==> src/rtl/pmem_line_bridge.sv <==
// ----------------------------------------------------------------------------
// pmem_line_bridge
//
// Physical-memory responder for the L1 caches' 256-bit line interface. Each
// line request turns into one downstream command followed by a fixed burst of
// BEATS beats of BEAT_W bits, lowest-order beat first.
//
// Ports
//   clk, rst_n        clock (rising edge) / asynchronous active-low reset
//   pmem_read         line read request, held until pmem_resp
//   pmem_write        line write request, held until pmem_resp
//   pmem_address      line address, bits [4:0] ignored
//   pmem_wdata        write line, stable while pmem_write is high
//   pmem_resp         one-cycle completion pulse
//   pmem_rdata        last read line, held until the next read completes
//   mem_cmd_valid     downstream command valid
//   mem_cmd_ready     downstream command accept
//   mem_cmd_we        1 = write burst, 0 = read burst
//   mem_cmd_addr      line-aligned command address
//   mem_wvalid        write beat valid
//   mem_wready        write beat accept
//   mem_wdata         write beat data
//   mem_rvalid        read beat valid (no backpressure)
//   mem_rdata         read beat data
//
// BEATS = LINE_W/BEAT_W must be a power of two and at least 2.
// ----------------------------------------------------------------------------
module pmem_line_bridge #(
   parameter int ADDR_W = 32,
   parameter int LINE_W = 256,
   parameter int BEAT_W = 64
) (
   input  logic              clk,
   input  logic              rst_n,
   input  logic              pmem_read,
   input  logic              pmem_write,
   input  logic [ADDR_W-1:0] pmem_address,
   input  logic [LINE_W-1:0] pmem_wdata,
   output logic              pmem_resp,
   output logic [LINE_W-1:0] pmem_rdata,
   output logic              mem_cmd_valid,
   input  logic              mem_cmd_ready,
   output logic              mem_cmd_we,
   output logic [ADDR_W-1:0] mem_cmd_addr,
   output logic              mem_wvalid,
   input  logic              mem_wready,
   output logic [BEAT_W-1:0] mem_wdata,
   input  logic              mem_rvalid,
   input  logic [BEAT_W-1:0] mem_rdata
);

   localparam int BEATS = LINE_W / BEAT_W;
   localparam int CNT_W = $clog2(BEATS);

   // Clears the five line-offset bits while still reading every address bit.
   localparam logic [ADDR_W-1:0] LINE_MASK = {{(ADDR_W-5){1'b1}}, 5'b0};

   typedef enum logic [2:0] {
      S_IDLE,
      S_CMD,
      S_WBEAT,
      S_RBEAT,
      S_RESP
   } state_t;

   state_t                       r_state;
   logic [CNT_W-1:0]             r_cnt;
   logic                         r_guard;
   logic                         r_we;
   logic [ADDR_W-1:0]            r_addr;
   logic                         r_cmd_valid;
   logic                         r_wvalid;
   logic [BEAT_W-1:0]            r_wdata;
   logic                         r_resp;
   logic [BEATS-1:0][BEAT_W-1:0] r_line;   // beat 0 occupies bits [BEAT_W-1:0]
   logic [LINE_W-1:0]            r_rdata;

   logic [BEATS-1:0][BEAT_W-1:0] w_line_nxt;
   logic [CNT_W-1:0]             w_cnt_nxt;
   logic                         w_last;

   // Line buffer with the current read beat merged in, so the final beat can
   // be published to pmem_rdata on the same edge that captures it.
   always_comb begin
      // NOTE: every combinational output gets a default first so no path
      // leaves it unassigned, which would infer a latch.
      w_line_nxt        = r_line;
      w_line_nxt[r_cnt] = mem_rdata;
   end

   assign w_cnt_nxt = r_cnt + 1'b1;   // wraps to 0 after the last beat
   assign w_last    = (r_cnt == CNT_W'(BEATS - 1));

   always_ff @(posedge clk or negedge rst_n) begin
      if (!rst_n) begin
         // NOTE: the line buffers are plain flops, not a RAM macro, so they
         // can take the asynchronous reset like every other register.
         r_state     <= S_IDLE;
         r_cnt       <= '0;
         r_guard     <= 1'b0;
         r_we        <= 1'b0;
         r_addr      <= '0;
         r_cmd_valid <= 1'b0;
         r_wvalid    <= 1'b0;
         r_wdata     <= '0;
         r_resp      <= 1'b0;
         r_line      <= '0;
         r_rdata     <= '0;
      end else begin
         // NOTE: all state uses non-blocking assignments so every register
         // samples the pre-edge values regardless of statement order.
         r_resp  <= 1'b0;
         r_guard <= 1'b0;

         case (r_state)
            S_IDLE: begin
               // The guard masks the request still visible in the cycle right
               // after pmem_resp, so a slow-to-drop requester never re-triggers.
               if ((pmem_read || pmem_write) && !r_guard) begin
                  r_we        <= pmem_write;   // write wins if both are high
                  r_addr      <= pmem_address & LINE_MASK;
                  r_cmd_valid <= 1'b1;
                  if (pmem_write) begin
                     r_line <= pmem_wdata;
                  end
                  r_state <= S_CMD;
               end
            end

            S_CMD: begin
               if (mem_cmd_ready) begin
                  r_cmd_valid <= 1'b0;
                  r_cnt       <= '0;
                  if (r_we) begin
                     r_wvalid <= 1'b1;
                     r_wdata  <= r_line[0];
                     r_state  <= S_WBEAT;
                  end else begin
                     r_state  <= S_RBEAT;
                  end
               end
            end

            S_WBEAT: begin
               if (mem_wready) begin
                  r_cnt   <= w_cnt_nxt;
                  r_wdata <= r_line[w_cnt_nxt];
                  if (w_last) begin
                     r_wvalid <= 1'b0;
                     r_resp   <= 1'b1;
                     r_state  <= S_RESP;
                  end
               end
            end

            S_RBEAT: begin
               if (mem_rvalid) begin
                  r_line <= w_line_nxt;
                  r_cnt  <= w_cnt_nxt;
                  if (w_last) begin
                     r_rdata <= w_line_nxt;
                     r_resp  <= 1'b1;
                     r_state <= S_RESP;
                  end
               end
            end

            S_RESP: begin
               r_guard <= 1'b1;
               r_state <= S_IDLE;
            end

            default: begin
               r_state <= S_IDLE;
            end
         endcase
      end
   end

   assign pmem_resp     = r_resp;
   assign pmem_rdata    = r_rdata;
   assign mem_cmd_valid = r_cmd_valid;
   assign mem_cmd_we    = r_we;
   assign mem_cmd_addr  = r_addr;
   assign mem_wvalid    = r_wvalid;
   assign mem_wdata     = r_wdata;

endmodule

==> config.mk <==
export PLATFORM = sky130hd
export DESIGN_NAME = pmem_line_bridge
export DESIGN_NICKNAME = d
export VERILOG_FILES = /design/src/rtl/pmem_line_bridge.sv
export SDC_FILE = /design/constraint.sdc
export NUM_CORES = 1
export LEC_CHECK = 0
export BUFFER_PORTS_ARGS = -buffer_cell sky130_fd_sc_hd__buf_4
export CELL_PAD_IN_SITES_DETAIL_PLACEMENT = 1
export CELL_PAD_IN_SITES_GLOBAL_PLACEMENT = 1
export CORE_AREA = 2 2 282 284
export CTS_BUF_LIST = sky130_fd_sc_hd__clkbuf_4
export DETAILED_ROUTE_END_ITERATION = 8
export DIE_AREA = 0 0 284 286
export GPL_ROUTABILITY_DRIVEN = 0
export GPL_TIMING_DRIVEN = 0
export PLACE_DENSITY_LB_ADDON = 0.1
export SYNTH_ARGS = -nofsm -noshare
export SYNTH_HDL_FRONTEND = slang
export SYNTH_SLANG_ARGS = --single-unit
export TNS_END_PERCENT = 1
==> constraint.sdc <==
create_clock -name clk -period 6.8 [get_ports clk]
set_input_delay 0.34 -clock clk [delete_from_list [all_inputs] [get_ports clk]]
set_output_delay 0.34 -clock clk [all_outputs]
set_load 0.005 [all_outputs]
After elaboration in Yosys (flattened, before gate mapping)
Cells that the tools add are included.
- logic and storage cells: 84
- input port bits: 359
- register bits after elaboration: 613
- output and inout bits: 356
- reductions and logical operators: 17
- mux-type cells: 37
- magnitude comparators: 3
- eq/ne operators: 12
- add/sub/neg operators: 1
- operators by type and width (cell ; count):
    256-bit two-way mux ; 3
    256-bit case mux with 2 select lines ; 1
    64-bit two-way mux ; 5
    256-bit bitwise mux ; 1
    64-bit binary-select mux with 2-bit select ; 1
    64-bit demux with 2-bit select ; 1
    64-bit case mux with 2 select lines ; 1
    4-bit AND reduction ; 4
    3-bit two-way mux ; 5
    2-bit inequality test, second input constant ; 7
    3-bit case mux with 4 select lines ; 1
    1-bit two-way mux ; 11
    3-bit by 2-bit == test with 1-bit output, second input constant ; 2
    2-bit by 3-bit < comparator with 1-bit output, second input constant ; 2
    2-bit two-way mux ; 3
    1-bit case mux with 2 select lines ; 3
    2-bit case mux with 3 select lines ; 1
    3-bit AND reduction ; 2
    2-bit nonzero test ; 3
    5-bit AND reduction ; 1
    3-bit by 1-bit == test with 1-bit output, second input constant ; 1
    3-bit == test, second input constant ; 1
    3-bit logical NOT ; 1
    3-bit nonzero test ; 1
    other kinds (7) ; 8

Depth between registers and ports, before layout
Gate-level depths: netlist of run 1.
- depth after elaboration: 7
- mapped depth: 11
- depth with buffers taken out: 6

Least setup slack after synthesis of run 1
No wires, ideal clock.
- path kind: flip-flop to flip-flop
- start: register r_cnt[0]
- end: register r_wdata[47] (netlist: mem_wdata[47])
- clock period less this slack: 2.693 ns
- stages on the path, launching flop included: 12
- setup time: 0.082 ns
- buffers on the path: 5
- slack: 4.107 ns
- arrival: 2.611 ns
- data required time: 6.718 ns
- path through: dfrtp_1 > clkbuf_1 > clkbuf_1 > inv_1 > ha_1 > buf_2 > buf_1 > clkbuf_1 > nand2_1 > a21oi_1 > o21ai_0 > a31oi_1
- word-level cells in the longest chain between the ends: 5
- ends and longest elaborated chain (item ; line ; text):
    from (decl) ; 67 ; logic [CNT_W-1:0] r_cnt;
    from (signal assigned) ; 146 ; r_cnt <= w_cnt_nxt;
    from (signal assigned) ; 159 ; r_cnt <= w_cnt_nxt;
    2-bit by 1-bit adder with 2-bit output ; 91 ; assign w_cnt_nxt = r_cnt + 1'b1;
    64-bit binary-select mux with 2-bit select ; 147 ; r_wdata <= r_line[w_cnt_nxt];
    64-bit two-way mux (implied by the code) ; 147 ;
    64-bit two-way mux ; 145 ; if (mem_wready) begin
    64-bit case mux with 2 select lines ; 115 ; case (r_state)
    to (signal assigned) ; 136 ; r_wdata <= r_line[0];
    to (signal assigned) ; 147 ;
    to (decl) ; 73 ; logic [BEAT_W-1:0] r_wdata;
Every way passes these cells. The select of a mux whose other input is x is not followed.
A chain may end at the register's enable or synchronous reset.

Final worst setup path of run 1
- start: register r_cnt[0]
- end: register r_wdata[17] (netlist: mem_wdata[17])
Same word-level chain as after synthesis.

==> results of run 1 <==
## through the flow
stage                TNS, ps  std cells
floorplan                  0       3093
global placement    -1197910       4847
detailed placement         0       4853
CTS                        0       5590
global route               0       5605
finish                     0       5609
## registers in the layout, summed over array words and instances, names as in the netlist
register and cells:
mem_wdata 64, r_guard 1, mem_wvalid 1, pmem_resp 1, r_line 256, mem_cmd_addr 27, mem_cmd_we 1, mem_cmd_valid 1
r_state 3, pmem_rdata 256, r_cnt 2
## placed cells by master, fill, tap and decap left out, types with 5 or more instances in the layout
cell / netlist / layout
sky130_fd_sc_hd__a21oi_1: 191 / 191
sky130_fd_sc_hd__mux2i_1: 195 / 195
sky130_fd_sc_hd__inv_1: 5 / 5
sky130_fd_sc_hd__nand2_1: 326 / 326
sky130_fd_sc_hd__nand3b_1: 257 / 257
sky130_fd_sc_hd__conb_1: 1 / 5
sky130_fd_sc_hd__clkbuf_4: 0 / 260
sky130_fd_sc_hd__dfrtp_1: 613 / 613
sky130_fd_sc_hd__clkinv_1: 0 / 22
sky130_fd_sc_hd__a31oi_1: 63 / 63
sky130_fd_sc_hd__diode_2: 0 / 19
sky130_fd_sc_hd__mux2_2: 146 / 146
sky130_fd_sc_hd__buf_2: 50 / 50
sky130_fd_sc_hd__a21oi_2: 134 / 134
sky130_fd_sc_hd__buf_16: 0 / 7
sky130_fd_sc_hd__buf_6: 28 / 28
sky130_fd_sc_hd__buf_1: 32 / 32
sky130_fd_sc_hd__clkbuf_1: 147 / 143
sky130_fd_sc_hd__buf_4: 21 / 724
sky130_fd_sc_hd__a21oi_4: 5 / 5
sky130_fd_sc_hd__o21ai_0: 514 / 514
sky130_fd_sc_hd__mux2_1: 9 / 9
sky130_fd_sc_hd__nor2_1: 321 / 321
sky130_fd_sc_hd__dlygate4sd3_1: 0 / 442
## critical path, delay by kind of cell (launching register included)
| family | cells | cell delay (ps) |
|---|---|---|
| AOI/OAI and AO/OA | 3 | 690 |
| adders and majority gates | 1 | 390 |
| buffers and inverters | 6 | 3080 |
| DFF | 1 | 610 |
| and+or+nand+nor | 1 | 100 |
## final timing paths
kind / to / slack [ps] / cells past startpoint
max: mem_wdata[17] / 1870 / 11
min: mem_cmd_addr[28] / 130 / 3
max reg2reg: mem_wdata[17] / 1870 / 11
min reg2reg: pmem_rdata[34] / 480 / 2
max in group asynchronous: r_line[175] / 4820 / 6
min in group asynchronous: pmem_rdata[208] / 470 / 4
## cell usage after synthesis (32+ instances only)
master	number	share of area [%]
sky130_fd_sc_hd__nand2_1	326	4.0
sky130_fd_sc_hd__buf_2	50	0.83
sky130_fd_sc_hd__dfrtp_1	613	51
sky130_fd_sc_hd__mux2_2	146	5.4
sky130_fd_sc_hd__clkbuf_1	147	1.8
sky130_fd_sc_hd__mux2i_1	195	6.5
sky130_fd_sc_hd__a21oi_2	134	3.9
sky130_fd_sc_hd__o21ai_0	514	8.5
sky130_fd_sc_hd__buf_1	32	0.40
sky130_fd_sc_hd__a31oi_1	63	1.3
sky130_fd_sc_hd__nor2_1	321	4.0
sky130_fd_sc_hd__a21oi_1	191	3.2
sky130_fd_sc_hd__nand3b_1	257	6.4
## cell type report
class,instances,area (um^2)
fill,9045,34700
sequential,613,15300
multi-input combinational,2197,13500
timing repair buffer,1153,9910
clock buffer,260,1950
buffer,278,1400
tap,1050,1310
clock inverter,34,215
antenna,19,47.5
inverter,5,18.8
## cells by family after synthesis
| family | count (synthesis) | share of synthesized area, % |
|---|---|---|
| buf+inv | 283 | 4.67 |
| other cells | 1 | 0.0124 |
| fa+ha+maj | 4 | 0.165 |
| flops | 613 | 50.7 |
| compound gates | 915 | 17.3 |
| mux | 350 | 12.2 |
| simple gates | 923 | 14.9 |
## timing repair
action,CTS,global route
buffers inserted,0,0
endpoints found under the hold margin,872,0
hold buffers,443,0
## routing by layer
layer | share of wire, % | track usage [%] | wire (um)
met2 | 49 | 61.0 | 72800
met5 | 0.050 | 0 | 75
met4 | 5.4 | 18.8 | 8010
met3 | 6.0 | 7.42 | 9010
met1 | 40 | 43.9 | 59500
## power groups by stage
stage                     Clock (mW)  Combinational, mW  Sequential (mW)
after floorplan                    0               5.85             6.45
after global placement             0               10.3             6.70
after detailed placement           0               10.5             6.77
after CTS                       3.59               11.0             6.72
after global routing            3.81               12.1             6.99
final                           3.57               11.2             6.82
==> results, run 1 <==
- The clock passes through at most 3 buffers.
- Summed over all layers, the global routing overflow is 0.
- The signal on the critical path passes through clkbuf_1 > clkbuf_1 > inv_1 > ha_1 > buf_2 > buf_1 > clkbuf_1 > nand2_1 > a21oi_1 > o21ai_0 > a31oi_1.
- The critical path is of the register to register type.
- The minimum period implied by the final worst setup slack is approximately 5000 ps.
- The number of hold violations in the final report is 0.
- The clock net in this run drives a total of between 600 and 700 sinks.
- Setup violations remaining at the end of the flow were counted as 0.
- For this run, design rule violations remaining after detail routing come to 0.
- At the placement stage, the worst setup path has a slack of 1830 ps.
- The startpoint of the lowest-slack register-to-register path is r_cnt[0].
- Measured on the finished design, the core utilization comes to 55.8%.
- After clock tree synthesis, the clock-pin slew on the worst setup and hold paths is around 70 ps.
- The reported max-cap violation count is 0.
- In the post-route analysis, the smallest setup slack over all paths is about 1900 ps.
- Internal power comes to around 12 mW.
- The dominant synthesized flop cell is sky130_fd_sc_hd__dfrtp_1.
- In this run, the clock network consumes roughly 17% of the power.
- The final layout contains between 4000 and 5000 nets.
- The largest single stage delay on the critical path is 780 ps.
- In this run the remaining antenna-violating nets after routing total 0.
- Setup repair after global routing left no endpoint under its margin.
- The area of all placed cells without fillers is approximately 44000 um^2.
- Across all layers, the routed design uses 30900 vias.
- In this run the static leakage power is 19.4 nW.
- Dividing the detail-routed via count by the number of cells gives about 5.5.
- In this run, synthesis inferred 0 flip-flops with an integrated enable.
- The first global-routing pass estimated ~220 mm of wire.
- The worst hold path belongs to the class primary input to register.
- The post-route netlist has a little under a third of its cells at a drive strength greater than 1.
- The proportion of power drawn by combinational gates is between 50% and 60%.
- In this run, the number of DRC markers left after iteration 0 of detailed routing was 2059.
- The pin count of the biggest net entering global routing is approximately 100.
- The number of buffers created by CTS is 175.
- On the final layout, the worst hold slack is between 100 and 150 ps.
- The slew at the pin closest to its max-slew limit is approximately 1500 ps.
- The worst setup path is launched from a register.
- At the worst endpoint, the required time is between 7000 and 8000 ps.
- Data arrives at the worst endpoint at slightly below 6000 ps.
- The timing-limited maximum frequency is a little over 200 MHz.
- The starting density of the core is just under 40%.
- The gate count after technology mapping is just over 3000.
- In this run switching power makes up between 40% and 50% of total power.
- The detail-routed net length per standard cell is roughly 27 um.
- The worst hold path begins at pmem_address[28].
- The die is approximately 280 um wide.
- The largest fanout of any net on the critical path is 10.
- The detailed placer's ending HPWL is 100 mm.
- The overall routed net length is ~150 mm.
- The cell that appears most often on the critical path is sky130_fd_sc_hd__clkbuf_1.
- The worst-case headroom to the max-slew limit is less than 1%.
- The average size of a mapped cell is 9.79 um^2.
- Power spread over the standard cell area amounts to ~500 nW/um^2.
- Tracing the worst setup path back leads to its startpoint at r_cnt[0].
- The die is 286 um tall.
- The type of element capturing the critical path is a register.
- The number of global-route vias before repair is roughly 34000.
- The placement row count is 103.
- The run finished with clean final reports.
- Post-CTS repair changed the size of 0 cells.
- The H-tree depth reported by CTS is 4.
- At the later pin of the worst-skew pair, clock insertion delay measures approximately 1100 ps.
- The I/O pin count is slightly above 700.
- The highest-delay cell along the critical path is sky130_fd_sc_hd__clkbuf_1.
- Counting flops with an async set or reset pin after synthesis yields a share of 100%.
- The number of iterations in the first detailed-routing pass is 5.
- After detailed placement, the total cell area comes to 37000 um^2.
- The count of buffers added on input and output ports is approximately 700.
- The area of the core region is approximately 80000 um^2.
- The number of unique standard cell types used by synthesis is 42.
- The design draws roughly 22 mW.
- In the finished design, the share of the clock period the worst path needs comes to between 70% and 80%.
- TritonCTS built the clock tree.
- The initial antenna violation count is 28.
- The clock tree root driver cell is sky130_fd_sc_hd__clkbuf_4.
- The final setup skew is ~93 ps.
- The netlist area before placement is around 30000 um^2.
- The area of the die is 81200 um^2.
- The global-route usage over all layers is approximately 36%.
- After synthesis, flip-flops and latches occupy 50.7% of the total area.
- Summed over all nets, the switching power comes to between 9 and 10 mW.
- The final max-slew violation count was 0.
- The layout-stage area growth over the synthesis result is 44.5%.
- The worst-case IR drop observed on VDD is 0.229 mV.
- The synthesized flop and latch total is about 610.
- Per report_power, the sequential group accounts for 31.6% of the total.
- For this run, the number of Yosys warnings is 0.
Power figures use the tool's default switching activity.
==> run 2, diff against run 1 <==
CORE_AREA = 2 2 277 279   (was 2 2 282 284)
DIE_AREA = 0 0 279 281   (was 0 0 284 286)
clock period = 5 ns   (was 6.8 ns; I/O delays follow)
==> run 2 against run 1 <==
  * Clock skew fell by 16 ps
  * Critical path type unchanged
  * Utilization is 2.2 points higher
  * Non-clock buffer count up 10
  * Sequential share of layout area is essentially flat
  * Clock power increased by 37%
  * Combinational power rose by 38%
  * Maximum frequency up 4.9%
  * Worst hold slack got worse by 3.2 ps
  * The run now ends with max-capacitance violations, max-slew violations left
==> results, run 2 (synthesis results as in run 1) <==
- The placement row count is 101 (was 103).
- The global-route usage over all layers is 37.7% (was 36.2%).
- The area of the core region is 75400 um^2 (was 78400 um^2).
- The net total in the final layout is 4798 (was 4786).
- The buffer depth of the longest clock path came to 3 (unchanged).
- The number of global-route vias before repair is 34200 (was 33900).
- The number of buffers inserted by port buffering is 704 (unchanged).
- The I/O pin count came to 715 (unchanged).
- The total global routing overflow came to 0 (unchanged).
- The final max-slew violation count was 10 (was 0).
- The power density of the placed cells is 677 nW/um^2 (was 495 nW/um^2).
- The clock tree root driver cell is sky130_fd_sc_hd__clkbuf_4 (unchanged).
- The pin count of the biggest net entering global routing is 115 (was 104).
- The number of setup violations in the final report is 0 (unchanged).
- The slew at the pin closest to its max-slew limit is 1590 ps (was 1490 ps).
- The worst min-delay path category is primary input to register (unchanged).
- The number of sinks handled by clock tree synthesis is 613 (unchanged).
- The remaining design rule violation count was 0 (unchanged).
- The area of the die is 78400 um^2 (was 81200 um^2).
- The number of buffers created by CTS is 177 (was 175).
- The worst-case headroom to the max-slew limit came to -6.27% (was 0.855%).
- The nature of the critical path startpoint is a register (unchanged).
- The final clock period utilization by the worst path came to 94.0% (was 72.6%).
- Cells along the critical path: clkbuf_2 > clkbuf_1 > inv_1 > ha_1 > clkbuf_2 > clkbuf_1 > nand3b_1 > o21ai_0 > dlygate4sd3_1 > a21oi_1 > dlygate4sd3_1 (was clkbuf_1 > clkbuf_1 > inv_1 > ha_1 > buf_2 > buf_1 > clkbuf_1 > nand2_1 > a21oi_1 > o21ai_0 > a31oi_1).
- The final core area utilization is 58.0% (was 55.8%).
- The non-filler instance count after layout is 5561 (was 5609).
- The largest vdd supply drop is 0.408 mV (was 0.229 mV).
- The cell family contributing the most delay on the critical path is buffers and inverters (unchanged).
- The share of cells above drive strength 1 is 30.3% (about the same).
- The number of DRC markers in iteration 0 is 2053 (was 2059).
- The TritonCTS clock tree is yes (unchanged).
- The cell count after placement is 4781 (was 4853).
- The buffer and inverter count on the worst path is 7 (was 6).
- The reported max-cap violation count was 1 (was 0).
- The timing-limited maximum frequency came to 213 MHz (was 203 MHz).
- The clock-pin slew reported for the worst setup and hold paths after clock tree synthesis is 80 ps (was 70 ps).
- The number of iterations in the first detailed-routing pass is 5 (unchanged).
- The minimum period implied by the final worst setup slack was 4700 ps (was 4930 ps).
- The die extent in x was 279 um (was 284 um).
- RSZ-0062 raised after global routing: no (unchanged).
- The leakage power of the design is 19.4 nW (about the same).
- The highest-delay cell along the critical path is sky130_fd_sc_hd__dlygate4sd3_1 (was sky130_fd_sc_hd__clkbuf_1).
- Outcome: finished, violations left (was complete, no violations).
- The delay of the slowest cell on the worst path is 610 ps (was 780 ps).
- The final setup skew is 77.9 ps (was 93.5 ps).
- The class of the most critical setup path is register to register (unchanged).
- The layout-stage area growth over the synthesis result is 44.7% (was 44.5%).
- Highest-count cells in the layout ignoring fill and taps: sky130_fd_sc_hd__buf_4, sky130_fd_sc_hd__dfrtp_1, sky130_fd_sc_hd__o21ai_0 (unchanged).
- The most common cell after layout, fill and taps aside was sky130_fd_sc_hd__buf_4 (unchanged).
- The number of hold violations in the final report is 0 (unchanged).
- The wire length of the first global-routing pass is 220 mm (was 221 mm).
- The clock latency on the worst-skew pair is 1050 ps (was 1070 ps).
- The overall routed net length is 150 mm (was 149 mm).
- The ratio of routed vias to standard cells is 5.64 (was 5.51).
- The number of nets still failing antenna checks after routing is 0 (unchanged).
- The arrival time reported for the critical path endpoint is 5630 ps (was 5920 ps).
- The vertical die dimension is 281 um (was 286 um).
- The worst endpoint required time is 5930 ps (was 7780 ps).
- The detailed-route via count is 31400 (was 30900).
- The initial antenna violation count is 24 (was 28).
- The detail-routed net length per standard cell is 27.1 um (was 26.6 um).
- The final reports fail on max-capacitance violations, max-slew violations.
- The detailed placer's ending HPWL is 100 mm (about the same).
- The total setup buffers inserted after CTS came to 0 (unchanged).
- The H-tree depth reported by CTS is 4 (unchanged).
- The starting density of the core is 40.1% (was 38.6%).
- The largest fanout of any net on the critical path came to 10 (unchanged).
- The type of element capturing the critical path was a register (unchanged).
## run 2: path summary, 6_finish.rpt
path                                       from         endpoint  slack [ps]  cells after the start
worst min-delay path              mem_rdata[58]  pmem_rdata[250]         130                      3
min in group asynchronous                 rst_n  pmem_rdata[208]         330                      4
worst max-delay path                   r_cnt[0]       r_line[57]         300                     11
worst max register to register         r_cnt[0]       r_line[57]         300                     11
max in group asynchronous                 rst_n      r_line[119]        3110                      6
worst min register to register  pmem_rdata[152]  pmem_rdata[152]         480                      2
## run 2: final cells by class
cell class / count / area (um^2)
diodes: 20 / 50.0
plain buffers: 278 / 1400
clock buffers: 268 / 2010
clock inverters: 39 / 200
fillers: 8573 / 31700
inverters: 5 / 18.8
multi-input cells: 2197 / 13500
flip-flops and latches: 613 / 15300
well taps: 978 / 1220
repair buffers: 1163 / 10000
## run 2: through the flow
| stage | total power [mW] | hold WS, ps | cell area (um^2) | setup slack [ps] | setup TNS, ps |
|---|---|---|---|---|---|
| floorplan | 16.7 | -45.6 | 30300 | 2310 | 0 |
| global placement | 23.0 | 463 | 36800 | -3700 | -2185060 |
| detailed placement | 23.4 | 219 | 36900 | -25.6 | -75.3 |
| CTS | 29.0 | 0.586 | 43700 | 29.8 | 0 |
| global route | 31.3 | 69.9 | 43700 | 81.5 | 0 |
| finish | 29.6 | 129 | 43800 | 298 | 0 |
## run 2: worst min-delay path: stages
cell and delay, ps:
sky130_fd_sc_hd__dlygate4sd3_1 540, sky130_fd_sc_hd__buf_4 170, sky130_fd_sc_hd__mux2_2 150
## run 2: repair_timing
item / in CTS / in global routing
gates resized for setup: 0 / 3
hold endpoints to repair: 780 / 0
endpoints found under the setup margin: 0 / 42
hold buffers: 453 / 0
## run 2: where the power goes
group          internal, mW  switching (mW)
Combinational          6.29            9.16
Sequential             7.41            1.89
Clock                  2.44            2.45
## run 2: per-layer routing
| layer | global-route usage, % | vias up | part of all wire, % |
|---|---|---|---|
| met3 | 8.19 | 453 | 6.3 |
| met4 | 22.2 | 8 | 5.8 |
| met1 | 44.1 | 15900 | 39 |
| met2 | 63.8 | 1394 | 49 |
| li1 | - | 13600 | - |
| met5 | 0 | - | 0.037 |
